[src/rtl/lz77_pkg.sv]
// Shared LZ77 definitions: width helpers, encoder FSM states and the token
// layout exchanged with the decoder.
package lz77_pkg;

  function automatic int unsigned clog2_min1(input int unsigned v);
    return (v > 1) ? $clog2(v) : 1;
  endfunction

  function automatic int unsigned off_w(input int unsigned search_len);
    return clog2_min1(search_len);
  endfunction

  function automatic int unsigned len_w(input int unsigned look_len);
    return clog2_min1(look_len);
  endfunction

  typedef enum logic [1:0] {
    LOAD   = 2'd0,
    SEARCH = 2'd1,
    EMIT   = 2'd2,
    FINISH = 2'd3
  } state_t;

  localparam int unsigned TOK_CHAR_W = 8;
  localparam int unsigned TOK_OFF_W  = off_w(9);
  localparam int unsigned TOK_LEN_W  = len_w(8);

  typedef struct packed {
    logic [TOK_OFF_W-1:0]  offset;
    logic [TOK_LEN_W-1:0]  match_len;
    logic [TOK_CHAR_W-1:0] char_nxt;
  } tok_t;

endpackage

[src/rtl/lz77_match_scan.sv]
// Longest-match search: walks candidates newest-first, one char compare per
// cycle, keeping the longest match (earliest candidate wins ties).
module lz77_match_scan
  import lz77_pkg::*;
#(
  parameter  int unsigned CHAR_W     = 8,
  parameter  int unsigned SEARCH_LEN = 9,
  parameter  int unsigned LOOK_LEN   = 8,
  parameter  int unsigned BUF_DEPTH  = 32,
  localparam int unsigned OFF_W      = off_w(SEARCH_LEN),
  localparam int unsigned LEN_W      = len_w(LOOK_LEN),
  localparam int unsigned PW         = $clog2(BUF_DEPTH + 1),
  localparam int unsigned AW         = clog2_min1(BUF_DEPTH)
) (
  input  logic              clk,
  input  logic              reset,
  input  logic              i_start,
  input  logic [PW-1:0]     i_p,
  input  logic [LEN_W-1:0]  i_max_len,
  output logic [AW-1:0]     o_addr_cand,
  output logic [AW-1:0]     o_addr_look,
  input  logic [CHAR_W-1:0] i_data_cand,
  input  logic [CHAR_W-1:0] i_data_look,
  output logic [OFF_W-1:0]  o_best_off,
  output logic [LEN_W-1:0]  o_best_len,
  output logic              o_done
);

  logic              r_active;
  logic              r_done;
  logic [PW-1:0]     r_dist;
  logic [LEN_W-1:0]  r_k;
  logic [OFF_W-1:0]  r_best_off;
  logic [LEN_W-1:0]  r_best_len;

  logic [PW-1:0]     w_wsize;
  logic              w_eq;
  logic [LEN_W:0]    w_k_inc;
  logic [LEN_W:0]    w_cand_len;
  logic [LEN_W:0]    w_max_ext;
  logic              w_cand_end;
  logic              w_scan_end;

  // Window depth clamps at the start of the buffer.
  assign w_wsize    = (32'(i_p) > SEARCH_LEN) ? PW'(SEARCH_LEN) : i_p;

  assign o_addr_cand = AW'(i_p - r_dist + PW'(r_k));
  assign o_addr_look = AW'(i_p + PW'(r_k));

  assign w_eq       = (i_data_cand == i_data_look);
  assign w_k_inc    = (LEN_W+1)'(r_k) + (LEN_W+1)'(1);
  assign w_max_ext  = (LEN_W+1)'(i_max_len);
  assign w_cand_len = w_eq ? w_k_inc : (LEN_W+1)'(r_k);
  assign w_cand_end = !w_eq || (w_k_inc == w_max_ext);
  assign w_scan_end = (w_cand_len == w_max_ext) || (r_dist == w_wsize);

  always_ff @(posedge clk) begin
    if (!reset) begin
      r_active   <= 1'b0;
      r_done     <= 1'b0;
      r_dist     <= '0;
      r_k        <= '0;
      r_best_off <= '0;
      r_best_len <= '0;
    end else if (i_start) begin
      r_dist     <= PW'(1);
      r_k        <= '0;
      r_best_off <= '0;
      r_best_len <= '0;
      r_active   <= (i_p != '0) && (i_max_len != '0);
      r_done     <= !((i_p != '0) && (i_max_len != '0));
    end else if (r_active) begin
      if (w_cand_end) begin
        if (w_cand_len > (LEN_W+1)'(r_best_len)) begin
          r_best_len <= LEN_W'(w_cand_len);
          r_best_off <= OFF_W'(r_dist - PW'(1));
        end
        if (w_scan_end) begin
          r_active <= 1'b0;
          r_done   <= 1'b1;
        end else begin
          r_dist <= r_dist + PW'(1);
          r_k    <= '0;
        end
      end else begin
        r_k <= LEN_W'(w_k_inc);
      end
    end
  end

  assign o_best_off = r_best_off;
  assign o_best_len = r_best_len;
  assign o_done     = r_done;

endmodule

[src/rtl/lz77_enc_param.sv]
// Parametrised LZ77 encoder: buffers a string, then emits backpressured
// (offset, match_len, char_nxt) tokens over a sliding search window.
module lz77_enc_param
  import lz77_pkg::*;
#(
  parameter  int unsigned CHAR_W     = 8,
  parameter  int unsigned SEARCH_LEN = 9,
  parameter  int unsigned LOOK_LEN   = 8,
  parameter  int unsigned BUF_DEPTH  = 32,
  localparam int unsigned OFF_W      = off_w(SEARCH_LEN),
  localparam int unsigned LEN_W      = len_w(LOOK_LEN)
) (
  input  logic              clk,
  input  logic              reset,
  input  logic              code_valid,
  input  logic [CHAR_W-1:0] chardata,
  input  logic              out_ready,
  output logic              busy,
  output logic              valid,
  output logic              encode,
  output logic [OFF_W-1:0]  offset,
  output logic [LEN_W-1:0]  match_len,
  output logic [CHAR_W-1:0] char_nxt,
  output logic              done
);

  localparam int unsigned PW = $clog2(BUF_DEPTH + 1);
  localparam int unsigned AW = clog2_min1(BUF_DEPTH);

  typedef struct packed {
    logic [OFF_W-1:0]  offset;
    logic [LEN_W-1:0]  match_len;
    logic [CHAR_W-1:0] char_nxt;
  } enc_tok_t;

  state_t            r_state, w_state_nxt;
  logic [CHAR_W-1:0] r_buf [BUF_DEPTH];
  logic [PW-1:0]     r_len, w_len_nxt;
  logic [PW-1:0]     r_p, w_p_nxt;
  logic              r_scan_started, w_scan_started_nxt;
  enc_tok_t          r_tok, w_tok_nxt;
  logic              r_busy, r_valid, r_done;

  logic              w_len_full;
  logic              w_store;
  logic              w_scan_start;
  logic              w_scan_done;
  logic [PW-1:0]     w_rem;
  logic [PW-1:0]     w_p_adv;
  logic [LEN_W-1:0]  w_max_len;
  logic [LEN_W-1:0]  w_best_len;
  logic [OFF_W-1:0]  w_best_off;
  logic [AW-1:0]     w_addr_cand, w_addr_look;

  assign w_len_full   = (32'(r_len) >= BUF_DEPTH);
  assign w_store      = (r_state == LOAD) && code_valid && !w_len_full;
  assign w_rem        = r_len - r_p - PW'(1);
  // Match length is capped so that a literal always follows the match.
  assign w_max_len    = (32'(w_rem) < LOOK_LEN - 1) ? LEN_W'(w_rem) : LEN_W'(LOOK_LEN - 1);
  assign w_p_adv      = r_p + PW'(r_tok.match_len) + PW'(1);
  assign w_scan_start = (r_state == SEARCH) && !r_scan_started;

  lz77_match_scan #(
    .CHAR_W     (CHAR_W),
    .SEARCH_LEN (SEARCH_LEN),
    .LOOK_LEN   (LOOK_LEN),
    .BUF_DEPTH  (BUF_DEPTH)
  ) u_scan (
    .clk         (clk),
    .reset       (reset),
    .i_start     (w_scan_start),
    .i_p         (r_p),
    .i_max_len   (w_max_len),
    .o_addr_cand (w_addr_cand),
    .o_addr_look (w_addr_look),
    .i_data_cand (r_buf[w_addr_cand]),
    .i_data_look (r_buf[w_addr_look]),
    .o_best_off  (w_best_off),
    .o_best_len  (w_best_len),
    .o_done      (w_scan_done)
  );

  always_comb begin
    w_state_nxt        = r_state;
    w_len_nxt          = r_len;
    w_p_nxt            = r_p;
    w_scan_started_nxt = r_scan_started;
    w_tok_nxt          = r_tok;
    case (r_state)
      LOAD: begin
        if (w_store) w_len_nxt = r_len + PW'(1);
        if ((w_store && (32'(r_len) == BUF_DEPTH - 1)) || w_len_full ||
            (!code_valid && (r_len != '0))) begin
          w_state_nxt        = SEARCH;
          w_p_nxt            = '0;
          w_scan_started_nxt = 1'b0;
        end
      end
      SEARCH: begin
        if (!r_scan_started) begin
          w_scan_started_nxt = 1'b1;
        end else if (w_scan_done) begin
          w_tok_nxt.offset    = w_best_off;
          w_tok_nxt.match_len = w_best_len;
          w_tok_nxt.char_nxt  = r_buf[AW'(r_p + PW'(w_best_len))];
          w_state_nxt         = EMIT;
        end
      end
      EMIT: begin
        if (out_ready) begin
          w_p_nxt            = w_p_adv;
          w_scan_started_nxt = 1'b0;
          w_state_nxt        = (w_p_adv == r_len) ? FINISH : SEARCH;
        end
      end
      FINISH: begin
        w_len_nxt   = '0;
        w_p_nxt     = '0;
        w_state_nxt = LOAD;
      end
      default: w_state_nxt = LOAD;
    endcase
  end

  always_ff @(posedge clk) begin
    if (!reset) begin
      r_state        <= LOAD;
      r_len          <= '0;
      r_p            <= '0;
      r_scan_started <= 1'b0;
      r_tok          <= '0;
      r_busy         <= 1'b0;
      r_valid        <= 1'b0;
      r_done         <= 1'b0;
    end else begin
      r_state        <= w_state_nxt;
      r_len          <= w_len_nxt;
      r_p            <= w_p_nxt;
      r_scan_started <= w_scan_started_nxt;
      r_tok          <= w_tok_nxt;
      r_busy         <= (w_state_nxt == SEARCH) || (w_state_nxt == EMIT);
      r_valid        <= (w_state_nxt == EMIT);
      r_done         <= (w_state_nxt == FINISH);
    end
  end

  // String storage; contents are meaningless once len is cleared.
  always_ff @(posedge clk) begin
    if (reset && w_store) r_buf[AW'(r_len)] <= chardata;
  end

  assign busy      = r_busy;
  assign valid     = r_valid;
  assign encode    = r_valid;
  assign offset    = r_tok.offset;
  assign match_len = r_tok.match_len;
  assign char_nxt  = r_tok.char_nxt;
  assign done      = r_done;

endmodule

[config.mk]
export PLATFORM = sky130hd
export DESIGN_NAME = lz77_enc_param
export DESIGN_NICKNAME = d
export VERILOG_FILES = /design/src/rtl/lz77_pkg.sv /design/src/rtl/lz77_match_scan.sv /design/src/rtl/lz77_enc_param.sv
export SDC_FILE = /design/constraint.sdc
export NUM_CORES = 1
export LEC_CHECK = 0
export CORE_ASPECT_RATIO = 0.7
export CORE_UTILIZATION = 50
export DETAILED_ROUTE_END_ITERATION = 10
export PLACE_DENSITY = 0.66
export SLEW_MARGIN = 20
export SYNTH_ARGS = -nofsm -noshare
export SYNTH_HDL_FRONTEND = slang
export SYNTH_SLANG_ARGS = --single-unit
[constraint.sdc]
create_clock -name clk -period 10.8 [get_ports clk]
set_input_delay 2.16 -clock clk [delete_from_list [all_inputs] [get_ports clk]]
set_output_delay 2.16 -clock clk [all_outputs]
set_load 0.02 [all_outputs]
* Word level (Yosys, flattened, before mapping)
Memories as Yosys holds them, arrays and structs flattened. A register that Yosys moved wholly into a read port is not among the register bits.
Index checks and enable logic that the tools add are counted.
** Word-level totals
- Input bits :: 12
- Memory bits (writable) :: 256
- Word-level logic and storage cells :: 123
- Bits in registers :: 43
- Memories :: 1
- Output and inout bits :: 19
** Memory list
- r_buf :: depth 32, width 8, read ports 3, clocked after memory_dff 1, wr ports 1, line lz77_enc_param.sv:37 : logic [CHAR_W-1:0] r_buf [BUF_DEPTH];
** Operators by class
- Eq/ne operators :: 17
- $lt $le $gt $ge :: 4
- Bitwise gates (word level) :: 2
- Multiplexer cells :: 33
- Reduce and logical (&&, ||, !) cells :: 38
- Add/subtract/negate cells :: 12
** Operators by type and width (count)
- $mux 6 :: 4
- $reduce_and 3->1 :: 7
- $add 6x1->6 const B :: 3
- $pmux 6 s3 :: 1
- $mux 1 :: 16
- $add 5x3->5 :: 3
- $eq 6x6->1 :: 2
- $pmux 6 s2 :: 1
- $reduce_bool 6->1 :: 2
- $mux 2 :: 5
- $mux 3 :: 3
- $reduce_bool 3->1 :: 3
- $eq 2x2->1 const B :: 4
- $eq 4x3->1 :: 2
- $eq 8x8->1 :: 1
- $pmux 2 s4 :: 1
- $reduce_bool 2->1 :: 4
- $logic_and 1x1->1 :: 7
- $add 6x3->6 :: 1
- $eq 6x5->1 const B :: 1
- $ge 6x6->1 const B :: 1
- $gt 6x4->1 const B :: 1
- $logic_not 1->1 :: 6
- $lt 6x3->1 const B :: 1
- 16 further kinds :: 26

* Logic depth before layout (Yosys ltp)
An unclocked memory read counts as a cell.
- Word-level depth :: 11
- Depth in mapped cells :: 25
- Depth with buffers taken out :: 24

* Cells and area by module
Synthesis repeated with hierarchy kept, for this count alone.
** Second synthesis, totals
- Cell total of the unflattened synthesis :: 1093
- Area, all modules :: 17610.6 um2
** By module, submodules not included
- lz77_enc_param :: area an instance 15902.8 um2, times used 1, cells an instance 885, seq. area each 8348.0 um2
- lz77_match_scan :: area an instance 1707.9 um2, times used 1, cells an instance 208, seq. area each 360.3 um2

* Worst setup path after synthesis
Ideal clock, no wire load.
- Kind :: register to register
- From :: register r_p[1]
- To :: register u_scan.r_best_len[0] (netlist: u_scan.o_best_len[0])
- Period minus slack after synthesis :: 5.203 ns
- Cell stages (with the launch flop) :: 23
- Slack :: 5.597 ns
- Path buffers :: 2
- Library setup time :: 0.079 ns
- Data required time :: 10.721 ns
- Arrival time :: 5.123 ns
- Path through :: dfxtp_1 -> inv_1 -> fa_1 -> fa_1 -> clkbuf_2 -> buf_2 -> mux4_2 -> mux2i_1 -> mux2i_1 -> mux2i_1 -> xnor2_1 -> nand4_4 -> nor2_1 -> mux2i_1 -> inv_1 -> ha_1 -> nor2b_1 -> o21ai_0 -> inv_1 -> o21ai_0 -> o31a_1 -> nor2_4 -> a211oi_2
** Between the ends
- Word-level cells in the longest chain between the ends :: 7
- Elaborated cells between the ends (all ways) :: 15
- Those cells by class :: add/sub: 5; order compare: 2; eq/ne: 2; mux: 2; reduce/logical: 3; memory: 1
** Ends and longest elaborated chain
- start, declared :: line lz77_enc_param.sv:39 : logic [PW-1:0] r_p, w_p_nxt;
- start signal, assigned :: line lz77_enc_param.sv:138 : r_p <= w_p_nxt;
- $sub 5x5->5 :: line lz77_match_scan.sv:47 : assign o_addr_cand = AW'(i_p - r_dist + PW'(r_k));
- $add 5x3->5 :: line lz77_match_scan.sv:47
- $mem_v2 32x8 *
- $eq 8x8->1 * :: line lz77_match_scan.sv:50 : assign w_eq = (i_data_cand == i_data_look);
- $mux 4 * :: line lz77_match_scan.sv:53 : assign w_cand_len = w_eq ? w_k_inc : (LEN_W+1)'(r_k);
- named net u_scan.w_cand_len[1] :: line lz77_match_scan.sv:39 : logic [LEN_W:0] w_cand_len;
- $gt 4x3->1 * :: line lz77_match_scan.sv:74 : if (w_cand_len > (LEN_W+1)'(r_best_len)) begin
- $reduce_and 3->1 (no source line) *
- end signal, assigned :: line lz77_match_scan.sv:75 : r_best_len <= LEN_W'(w_cand_len);
- end, declared :: line lz77_match_scan.sv:34 : logic [LEN_W-1:0] r_best_len;
The timed path passes the listed nets; every way through them passes the cells marked *.
A chain may end at the register's enable or synchronous reset.

* Final worst setup path
- From :: register r_p[1]
- To :: register u_scan.r_best_len[1] (netlist: u_scan.o_best_len[1])
** Between the ends
- Word-level cells in the longest chain between the ends :: 7
- Elaborated cells between the ends (all ways) :: 15
- Those cells by class :: add/sub: 5; order compare: 2; eq/ne: 2; mux: 2; reduce/logical: 3; memory: 1
** Ends and longest elaborated chain (line)
- $sub 5x5->5 :: lz77_match_scan.sv:47
- $add 5x3->5 :: lz77_match_scan.sv:47
- $mem_v2 32x8 *
- $eq 8x8->1 * :: lz77_match_scan.sv:50
- $mux 4 * :: lz77_match_scan.sv:53
- named net u_scan.w_cand_len[1] :: lz77_match_scan.sv:39
- $gt 4x3->1 :: lz77_match_scan.sv:74
- $reduce_and 3->1 (no source line)
Marked as above.

==> qor.yml <==
floorplanning:
  fp.dieArea_sq_mm: 0.0364
  ioPinCount: 31
  die_h_microns: 160
  core_area_sq_mm: 0.0349
  initial_core_util_pct: 51.1
  die_w_microns: 228
  placementRows: 57
critical_path:
  critPathLaunchType: "flop"
  cp.arrival_ns: 7.46
  required_ns: 11.28
  path_class: "flop to flop"
  endpoint_kind: "flop"
  crit_path_max_fanout: 64
drt:
  viasPerCell: 6.71
  drt_iter0_drc: 1178
  antenna_left: 0
  dr_total_vias: 10806
  wl_per_cell_microns: 28.5
  drc: 0
  wl_mm: 45.8
  first_pass_iters: 5
synthesis:
  yosys_warnings: 0
  syn_avg_cell_area_sq_um: 16.2
  ys_types: 63
  yosysSeqAreaShare_pct: 48.8
  synthFlopType: "edfxtp_1"
  synth_edf_count: 256
  synth_seq_cells: 307
  netlist_instances: 1102
  synthArstFlopShare_pct: 0
  synth_area_sq_mm: 0.0178
  synth_fp_nets: 1153
clock_network:
  cts_buffer_depth: 3
  clk_pin_slew_ns: 0.07
  cts.htree.levels: 1
  cts_buffers: 30
  root_buffer: "clkbuf_16"
  post_cts_buffers: 0
  cts_resized: 0
  cts_hold_buf: 0
  cts_tree: "yes"
  cts.sinks: 307
  insertion_delay_ns: 0.59
sta:
  tightest_slew_ns: 1.23
  rsz0062_at_grt: "no"
  fmax_ghz: 0.143
  period_needed_ns: 6.98
  layout_setup_ws_ns: 3.82
  slew_headroom_pct: 17.8
  slew_viol_final: 0
  finalHoldViolCount: 0
  clock_skew_ns: 0.0253
  setup_viol: 0
  timing.final.crit_share_pct: 64.6
  finalSetupTns_ns: 0
status:
  status: "finished, final reports clean"
finish:
  layout.cells.non_filler: 1610
  mostFrequentLayoutCell: "edfxtp_1"
  fin_nets: 1165
  drive_gt1_share_pct: 29.3
  fillers: 2684
  synthToLayoutAreaGrowth_pct: 9.88
  mostFrequentLayoutCells: "edfxtp_1 (256), mux4_2 (208), mux2i_1 (123)"
  diodes: 0
  post-route-cell-area_sq_mm: 0.0196
pwr:
  vdd_ir_drop_max_uv: 117
  p_leak_nw: 6.70
  p_per_area_mw_per_mm2: 138
placed_design:
  port_buffers: 30
  gp_congestion: 0.854
  dp_cells: 1554
  place_area_sq_mm: 0.0185
  place_hpwl_mm: 30.1
  dp_slack_ns: 3.92
grt:
  grt_max_degree: 65
  track_usage_pct: 25.6
  grt_pass1_vias: 10482
  gr-total-overflow: 0
  antenna_found_initial: 1
  grt_pass1_wl_mm: 69.1
flow_run:
  drv_cap: 0
hold_path:
  hold_class: "flop to flop"
## through the flow
stage / util, % / power [mW] / hold WS (ns)
finish: 56.2 / 2.70 / 0.466
detailed placement: 53.2 / 1.62 / 0.460
floorplan: - / 1.54 / 0.440
global route: 56.2 / 2.78 / 0.502
CTS: 56.2 / 2.72 / 0.468
global placement: 53.1 / 1.61 / 0.449
## synthesized netlist by cell type (all sizes together), types with 3 or more instances
| master | number | area (sq um) |
|---|---|---|
| clkbuf | 29 | 121 |
| nand3 | 16 | 80.1 |
| a211oi | 9 | 92.6 |
| nor2 | 57 | 221 |
| mux4 | 208 | 4680 |
| a21oi | 31 | 163 |
| a21o | 7 | 52.6 |
| buf | 41 | 335 |
| xor2 | 12 | 120 |
| a31oi | 4 | 25.0 |
| edfxtp | 256 | 7690 |
| o21ai | 18 | 90.1 |
| nor2b | 9 | 56.3 |
| a21boi | 11 | 86.3 |
| nand3b | 4 | 30.0 |
| ha | 32 | 400 |
| nand2 | 42 | 158 |
| or3 | 9 | 61.3 |
| o211a | 8 | 80.1 |
| nand4 | 5 | 61.3 |
| fa | 7 | 140 |
| mux2i | 123 | 1230 |
| and3 | 3 | 18.8 |
| and2 | 8 | 50.1 |
| xnor2 | 32 | 359 |
| dfxtp | 51 | 1020 |
| inv | 36 | 135 |
| nor3 | 10 | 50.1 |
## sequential cells by signal (all words and copies together), names as in the netlist, 2 cells and up
name               count
u_scan.r_k             3
r_len                  6
match_len              3
char_nxt               8
u_scan.r_dist          6
r_state                2
offset                 4
u_scan.o_best_off      4
u_scan.o_best_len      3
r_buf                256
r_p                    6
## layout make-up
type / instances / area, sq um / share of cell area (%)
clock inverters: 14 / 170 / 0.868
flip-flops and latches: 307 / 8710 / 44.4
multi-input cells: 689 / 8690 / 44.3
inverters: 36 / 135 / 0.690
well taps: 472 / 591 / 3.01
clock buffers: 42 / 878 / 4.48
repair buffers: 50 / 425 / 2.17
## worst paths after layout
check / slack [ns] / start / depth (start not counted) / to
worst max-delay path: 3.82 / r_p[1]$_SDFFE_PN0P_ / 20 / u_scan.o_best_len[1]$_SDFFE_PP0P_
worst min register to register: 0.47 / offset[2]$_SDFFE_PN0P_ / 2 / offset[2]$_SDFFE_PN0P_
worst max register to register: 3.82 / r_p[1]$_SDFFE_PN0P_ / 20 / u_scan.o_best_len[1]$_SDFFE_PP0P_
worst min-delay path: 0.47 / offset[2]$_SDFFE_PN0P_ / 2 / offset[2]$_SDFFE_PN0P_
## routing by layer
layer  global-route usage, %  vias to the layer above  share of wire [%]  routed length [microns]
li1                        -                     4524                  -                        -
met1                    40.6                     5585                 45                    20600
met3                    5.88                       49                 10                     4780
met2                    36.6                      646                 43                    19700
met4                    4.18                        2                1.4                      663
met5                       0                        -              0.020                        9
## worst max-delay path, cell delays in order, from the launching register on
cell,delay [ns]
dfxtp_1,0.55
inv_1,0.26
fa_1,0.57
fa_4,1.53
mux4_2,0.38
mux2i_1,0.12
mux2i_1,0.24
mux2i_1,0.12
xnor2_1,0.51
nand4_4,0.28
nor2_1,0.26
mux2i_1,0.35
inv_1,0.09
ha_1,0.29
nor2b_1,0.13
o21ai_0,0.14
inv_1,0.05
o21ai_0,0.34
o31a_1,0.29
nor2_4,0.08
a211oi_2,0.23
## power breakdown
group	switching (mW)	total [mW]	leakage, nW	internal (mW)
Clock	0.464	1.11	0.514	0.643
Sequential	0.00968	1.30	2.71	1.29
Combinational	0.166	0.293	3.47	0.127
## cells by family after synthesis
family,Yosys count,synth area share [%]
multiplexers,331,33.2
flip-flops,307,48.8
AND/OR/NAND/NOR,172,4.79
buffers and inverters,106,3.32
AO/OA/AOI/OAI,103,4.18
XOR/XNOR,44,2.69
adder cells (fa/ha/maj),39,3.03
Power figures use the tool's default switching activity.
